===== src/rtl/fft_bitrev_reorder.sv =====
// Bit-reversal reorder buffer behind the R2SDF FFT core: captures bit-reversed frames into
// ping-pong banks and replays them in natural order over a valid/ready stream.
module fft_bitrev_reorder #(
  parameter int N = 3,
  parameter int W = 16
) (
  input  logic         clk,
  input  logic         rst,
  input  logic         in_start,
  input  logic [W-1:0] in_re,
  input  logic [W-1:0] in_im,
  output logic         out_valid,
  input  logic         out_ready,
  output logic [W-1:0] out_re,
  output logic [W-1:0] out_im,
  output logic [N-1:0] out_idx,
  output logic         out_last,
  output logic         overflow
);

  localparam int DEPTH = 1 << N;
  localparam logic [N-1:0] LAST = '1;
  localparam logic [N-1:0] ONE  = {{(N-1){1'b0}}, 1'b1};

  typedef enum logic {W_IDLE, W_FILL}  wstate_t;
  typedef enum logic {R_IDLE, R_DRAIN} rstate_t;

  function automatic logic [N-1:0] bitrev(input logic [N-1:0] a);
    logic [N-1:0] r;
    for (int i = 0; i < N; i++) r[i] = a[N-1-i];
    return r;
  endfunction

  // Stage p0: incoming raw sample and write side
  logic signed [W-1:0] w_in_re_p0, w_in_im_p0;
  assign w_in_re_p0 = in_re;
  assign w_in_im_p0 = in_im;

  wstate_t      r_wstate, w_wstate_nxt;
  logic [N-1:0] r_wcnt, w_wcnt_nxt;
  logic         r_wbank, w_wbank_nxt;
  logic         w_wr_en, w_done, w_ovf, w_free;
  logic [N-1:0] w_waddr;
  logic [1:0]   r_full, w_full_nxt;
  logic         r_ovf;

  rstate_t      r_rstate, w_rstate_nxt;
  logic         r_rbank;
  logic [N-1:0] r_ra;
  logic         w_rd_en, w_rel, w_room, w_other;

  logic signed [W-1:0] r_mem_re [2][DEPTH];
  logic signed [W-1:0] r_mem_im [2][DEPTH];

  // Stage p1: synchronous RAM read register
  logic                r_rd_vld_p1;
  logic signed [W-1:0] r_rd_re_p1, r_rd_im_p1;
  logic [N-1:0]        r_rd_idx_p1;

  // Stage p2: two-entry skid, entry 0 is the head
  logic [1:0]          r_sk_cnt_p2;
  logic signed [W-1:0] r_sk_re_p2 [2];
  logic signed [W-1:0] r_sk_im_p2 [2];
  logic [N-1:0]        r_sk_idx_p2 [2];
  logic                w_pop, w_push, w_slot, w_o_load;

  // Stage p3: registered stream output
  logic                r_out_vld_p3, r_out_last_p3;
  logic signed [W-1:0] r_out_re_p3, r_out_im_p3;
  logic [N-1:0]        r_out_idx_p3;

  // A read is only issued when its data is guaranteed a slot two cycles later.
  assign w_room  = ({1'b0, r_sk_cnt_p2} + {2'b00, r_rd_vld_p1}) < 3'd2;
  assign w_rd_en = r_full[r_rbank] && w_room;
  assign w_rel   = w_rd_en && (r_ra == LAST);
  assign w_other = ~r_rbank;
  assign w_free  = !r_full[r_wbank] || (w_rel && (r_rbank == r_wbank));

  always_comb begin
    w_wstate_nxt = r_wstate;
    w_wcnt_nxt   = r_wcnt;
    w_wbank_nxt  = r_wbank;
    w_wr_en      = 1'b0;
    w_waddr      = '0;
    w_done       = 1'b0;
    w_ovf        = 1'b0;
    case (r_wstate)
      W_IDLE: begin
        if (in_start) begin
          if (w_free) begin
            w_wr_en      = 1'b1;
            w_wcnt_nxt   = ONE;
            w_wstate_nxt = W_FILL;
          end else begin
            w_ovf = 1'b1;
          end
        end
      end
      W_FILL: begin
        w_wr_en = 1'b1;
        if (in_start) begin
          w_wcnt_nxt = ONE;
        end else begin
          w_waddr    = bitrev(r_wcnt);
          w_wcnt_nxt = r_wcnt + ONE;
          if (r_wcnt == LAST) begin
            w_done       = 1'b1;
            w_wbank_nxt  = ~r_wbank;
            w_wstate_nxt = W_IDLE;
          end
        end
      end
      default: w_wstate_nxt = W_IDLE;
    endcase
  end

  always_comb begin
    w_rstate_nxt = r_rstate;
    case (r_rstate)
      R_IDLE:  if (w_rd_en) w_rstate_nxt = R_DRAIN;
      R_DRAIN: if (w_rel && !r_full[w_other]) w_rstate_nxt = R_IDLE;
      default: w_rstate_nxt = R_IDLE;
    endcase
  end

  always_comb begin
    w_full_nxt = r_full;
    if (w_rel)  w_full_nxt[r_rbank] = 1'b0;
    if (w_done) w_full_nxt[r_wbank] = 1'b1;
  end

  always_ff @(posedge clk or posedge rst) begin
    if (rst) begin
      r_wstate <= W_IDLE;
      r_wcnt   <= '0;
      r_wbank  <= 1'b0;
      r_full   <= '0;
      r_ovf    <= 1'b0;
      r_rstate <= R_IDLE;
      r_rbank  <= 1'b0;
      r_ra     <= '0;
    end else begin
      r_wstate <= w_wstate_nxt;
      r_wcnt   <= w_wcnt_nxt;
      r_wbank  <= w_wbank_nxt;
      r_full   <= w_full_nxt;
      r_ovf    <= w_ovf;
      r_rstate <= w_rstate_nxt;
      if (w_rd_en) r_ra <= r_ra + ONE;
      if (w_rel)   r_rbank <= w_other;
    end
  end

  always_ff @(posedge clk) begin
    if (w_wr_en) begin
      r_mem_re[r_wbank][w_waddr] <= w_in_re_p0;
      r_mem_im[r_wbank][w_waddr] <= w_in_im_p0;
    end
    if (w_rd_en) begin
      r_rd_re_p1  <= r_mem_re[r_rbank][r_ra];
      r_rd_im_p1  <= r_mem_im[r_rbank][r_ra];
      r_rd_idx_p1 <= r_ra;
    end
  end

  always_ff @(posedge clk or posedge rst) begin
    if (rst) r_rd_vld_p1 <= 1'b0;
    else     r_rd_vld_p1 <= w_rd_en;
  end

  // Output slot refills from the skid head first, else straight from the RAM register.
  assign w_o_load = !r_out_vld_p3 || out_ready;
  assign w_pop    = w_o_load && (r_sk_cnt_p2 != 2'd0);
  assign w_push   = r_rd_vld_p1 && !(w_o_load && (r_sk_cnt_p2 == 2'd0));
  assign w_slot   = r_sk_cnt_p2[0] & ~w_pop;

  always_ff @(posedge clk or posedge rst) begin
    if (rst) r_sk_cnt_p2 <= 2'd0;
    else     r_sk_cnt_p2 <= r_sk_cnt_p2 + {1'b0, w_push} - {1'b0, w_pop};
  end

  always_ff @(posedge clk) begin
    if (w_pop) begin
      r_sk_re_p2[0]  <= r_sk_re_p2[1];
      r_sk_im_p2[0]  <= r_sk_im_p2[1];
      r_sk_idx_p2[0] <= r_sk_idx_p2[1];
    end
    if (w_push) begin
      r_sk_re_p2[w_slot]  <= r_rd_re_p1;
      r_sk_im_p2[w_slot]  <= r_rd_im_p1;
      r_sk_idx_p2[w_slot] <= r_rd_idx_p1;
    end
  end

  always_ff @(posedge clk or posedge rst) begin
    if (rst) begin
      r_out_vld_p3  <= 1'b0;
      r_out_last_p3 <= 1'b0;
      r_out_re_p3   <= '0;
      r_out_im_p3   <= '0;
      r_out_idx_p3  <= '0;
    end else if (w_o_load) begin
      r_out_vld_p3 <= (r_sk_cnt_p2 != 2'd0) || r_rd_vld_p1;
      if (r_sk_cnt_p2 != 2'd0) begin
        r_out_re_p3   <= r_sk_re_p2[0];
        r_out_im_p3   <= r_sk_im_p2[0];
        r_out_idx_p3  <= r_sk_idx_p2[0];
        r_out_last_p3 <= (r_sk_idx_p2[0] == LAST);
      end else if (r_rd_vld_p1) begin
        r_out_re_p3   <= r_rd_re_p1;
        r_out_im_p3   <= r_rd_im_p1;
        r_out_idx_p3  <= r_rd_idx_p1;
        r_out_last_p3 <= (r_rd_idx_p1 == LAST);
      end else begin
        r_out_last_p3 <= 1'b0;
      end
    end
  end

  assign out_valid = r_out_vld_p3;
  assign out_re    = r_out_re_p3;
  assign out_im    = r_out_im_p3;
  assign out_idx   = r_out_idx_p3;
  assign out_last  = r_out_last_p3;
  assign overflow  = r_ovf;

endmodule


===== config.mk =====
export PLATFORM = sky130hd
export DESIGN_NAME = fft_bitrev_reorder
export DESIGN_NICKNAME = d
export VERILOG_FILES = /design/src/rtl/fft_bitrev_reorder.sv
export SDC_FILE = /design/constraint.sdc
export NUM_CORES = 1
export LEC_CHECK = 0
export CELL_PAD_IN_SITES_DETAIL_PLACEMENT = 0
export CELL_PAD_IN_SITES_GLOBAL_PLACEMENT = 2
export CORE_MARGIN = 2
export CORE_UTILIZATION = 35
export DETAILED_ROUTE_END_ITERATION = 8
export MAX_ROUTING_LAYER = met4
export PLACE_DENSITY = 0.67
export SYNTH_ARGS = -nofsm -noshare
export SYNTH_HDL_FRONTEND = slang
export SYNTH_SLANG_ARGS = --single-unit

===== constraint.sdc =====
create_clock -name clk -period 7.4 [get_ports clk]
set_clock_uncertainty 0.2 [all_clocks]
set_input_delay 1.48 -clock clk [delete_from_list [all_inputs] [get_ports clk]]
set_output_delay 1.48 -clock clk [all_outputs]
set_load 0.02 [all_outputs]

==> results.md <==
- Starting density of the core: 35.5%
- Hold Path Class: register to register
- Startpoint Class: input port
- # nets final: 1,325
- Main flop type after synthesis: edfxtp_1
- Sink Count: 669
- Commonest non-fill, non-tap cell in the layout: edfxtp_1
- Post-Route WL: 50,900 um
- Post-synth top area cell: edfxtp_1
- CTS H-tree depth: 3
- DR vias: 11.4k
- Setup ws final: 3.46 ns
- Wire length per cell: 22.2 um
- Max cap viols: 0
- Internal: 8.06 mW
- Number of port buffers: 73
- Pins Over Slew Limit: 0
- Leakage: 9.52 nW
- Crit-path cells: clkdlybuf4s50_1 -> nor2b_1 -> nand3_1 -> nor2_4
- Fin crit period: 3.94 ns
- DIE HEIGHT: 274 um
- Count of final setup violators: 0
- Post-synthesis async set-or-reset flop share: 7.77%
- Syn_area_per_cell: 21.6 um2
- Combinational power share: 24.4%
- Synth-to-layout area growth: 16.0%
- Setup_tns: 0 ns
- PD cells: 388 nW/um2
- Hpwl dp: 28,700 um
- Leading post-synthesis cells by cell area: edfxtp_1 (73%), mux4_2 (11%), dfrtp_1 (5.1%)
- Placer Congestion: 0.714
- Post-Syn Area: 25,400 um2
- Net Sw Frac: 29.5%
- Post-CTS setup buffers: 0
- Detailed Routing Iterations Pass 1: 5
- WP data arrival: 3.94 ns
- Status: completed
- First-pass GRT wire length: 78,200 um
- Post-synth EDFFs: 617
- Met3 usage: 2.69%
- Unrepaired setup endpoints after global routing: false
- Vias/cell: 5.01
- Post_cts resized: 0
- Most frequent cells in the layout: edfxtp_1 (617), mux4_2 (128), clkdlybuf4s50_1 (73)
- Root buffer cell: clkbuf_16
- Period utilization: 53.3%
- Least-Margin Pin Slew: 1.14 ns
- Die Wd: 274 um
- Synth unique cells: 47
- Cts bufs inserted: 71
- Critical path type: input port to register
- Initial DRC Count: 916
- Register bit count reported by yosys: 669
- CTS clk-pin slew, worst paths: 0.06 ns
- DRC: 0
- Worst path max stage delay: 0.99 ns
- Initial antenna violation count: 2
- Worst-skew pair later-pin latency: 0.59 ns
- Largest net degree at the start of global routing: 71
- All-Layer GR Usage: 14.4%
- Vias in the first global route: 12.2k
- Post-route ant nets: 0
- Core Area: 71,700 um2
- GR Util met1: 19.5%
- Slowest CP cell: nor2_4
- Post-placement setup slack: 2.81 ns
- Reg power frac: 46.3%
- Die footprint: 74,900 um2
- Met2 Use GR: 22.3%
- Bufs and invs on worst path: 1
- Req. time, crit path: 7.39 ns
- Post-synth top area share: 72.8%
- Standard-cell rows: 98
- Crit-path max FO: 32
- Most used routing layer: met2
- Yosys warnings: 0
- Syn nets: 1,219
- CTS tree: done
- Achievable Freq: 254 MHz
- Crit-path leading delay family: simple AND/OR/NAND/NOR gates
- Clock share of power: 29.4%
- Max clock buf depth: 3
- Final hold vios: 0
- NetSw: 3.37 mW
- Gate Count Post-Synth: 1,177
- Sequential share of the synthesized area: 77.9%
- Num ports: 74
- Hold Buf Count CTS: 0
- VDD IR max: 206 uV
- Share of layout cells above drive strength 1: 23.4%
- Remaining global-route overflow: 0
- CP Capture Type: register
- Rel. slew slack: 23.9%
## cells by family after synthesis
| kind of cell | share of synthesized area (%) |
|---|---|
| DFF | 77.9 |
| xor gates and xnor gates | 0.207 |
| adders and majority gates | 0.295 |
| AOI/OAI and AO/OA | 3.17 |
| muxes | 14.9 |
| and+or+nand+nor | 1.94 |
| buffers and inverters | 1.57 |
## power by group through the flow
stage          clock [mW]  sequential [mW]  combinational, mW
3_3_place_gp            0             5.35               2.82
6_report             3.36             5.29               2.79
2_1_floorplan           0             5.34               1.79
4_1_cts              3.45             5.31               2.84
3_5_place_dp            0             5.38               2.84
5_1_grt              3.60             5.37               3.05
## through the flow
step	std cells	total power, mW	utilization [%]	hold WS [ns]	cell area (um2)
floorplan	1177	7.13	-	0.245	25400
global placement	2160	8.17	38.1	0.265	27300
detailed placement	2160	8.22	38.1	0.270	27300
CTS	2285	11.6	41.1	0.284	29500
global route	2285	12.0	41.1	0.304	29500
finish	2287	11.4	41.1	0.276	29500
## worst register-to-register path, delay by kind of cell (launching register included)
kind                   cells  cell delay, ns
AOI/OAI and AO/OA          2            0.61
muxes                      1            0.22
and+or+nand+nor            1            0.91
DFF                        1            0.64
buffers and inverters      2            1.01
## cell usage after synthesis (2+ instances only)
| cell | n |
|---|---|
| ha_1 | 6 |
| inv_1 | 3 |
| mux2i_1 | 38 |
| xnor2_1 | 5 |
| clkbuf_1 | 24 |
| a22o_1 | 2 |
| nand3b_1 | 3 |
| nand2b_1 | 3 |
| nor2b_1 | 3 |
| mux4_2 | 128 |
| buf_1 | 9 |
| nand3_1 | 3 |
| buf_6 | 5 |
| a22oi_1 | 64 |
| buf_4 | 7 |
| o21ai_0 | 36 |
| nor2_1 | 14 |
| mux2_4 | 29 |
| nor3_1 | 2 |
| nand2_1 | 72 |
| mux2_2 | 8 |
| nor4_1 | 3 |
| dfrtp_1 | 52 |
| buf_2 | 15 |
| edfxtp_1 | 617 |
| a21oi_1 | 2 |
| buf_12 | 4 |
## final cells by class
type,count,area (um2)
diodes,2,5.00
clock buffers,89,1880
clock inverters,36,312
fillers,6279,42200
inverters,3,11.3
multi-input cells,441,5370
flip-flops and latches,669,19800
well taps,950,1190
repair buffers,97,911
## registers in the layout, indices dropped and copies added (netlist names), 2 cells and up
| name | flops |
|---|---|
| r_mem_im | 256 |
| r_mem_re | 256 |
| r_sk_im_p2 | 32 |
| r_sk_re_p2 | 32 |
| out_im | 16 |
| out_re | 16 |
| r_rd_im_p1 | 16 |
| r_rd_re_p1 | 16 |
| r_sk_idx_p2 | 6 |
| out_idx | 3 |
| r_ra | 3 |
| r_rd_idx_p1 | 3 |
| r_wcnt | 3 |
| r_full | 2 |
| r_sk_cnt_p2 | 2 |
## metal layers
metal  part of all wire (%)  vias up  wire length [um]
met5                      0        -                 0
met2                     47      285             24200
met4                    2.0        0              1000
li1                       -     5058                 -
met1                     46     6022             23200
met3                    4.9       83              2470
## path summary, 6_finish.rpt
check / slack [ns] / start / depth (start not counted) / end
setup / recovery: 3.46 / in_start / 4 / r_mem_re[1][29]
hold / removal: 0.28 / out_re[6] / 2 / out_re[6]
setup reg to reg: 3.46 / r_rbank / 6 / r_mem_re[0][124]
hold reg to reg: 0.28 / out_re[6] / 2 / out_re[6]
max in group asynchronous: 5.24 / rst / 3 / r_rbank
min in group asynchronous: 1.22 / rst / 3 / out_im[13]
(Power assumes the default switching activity.)
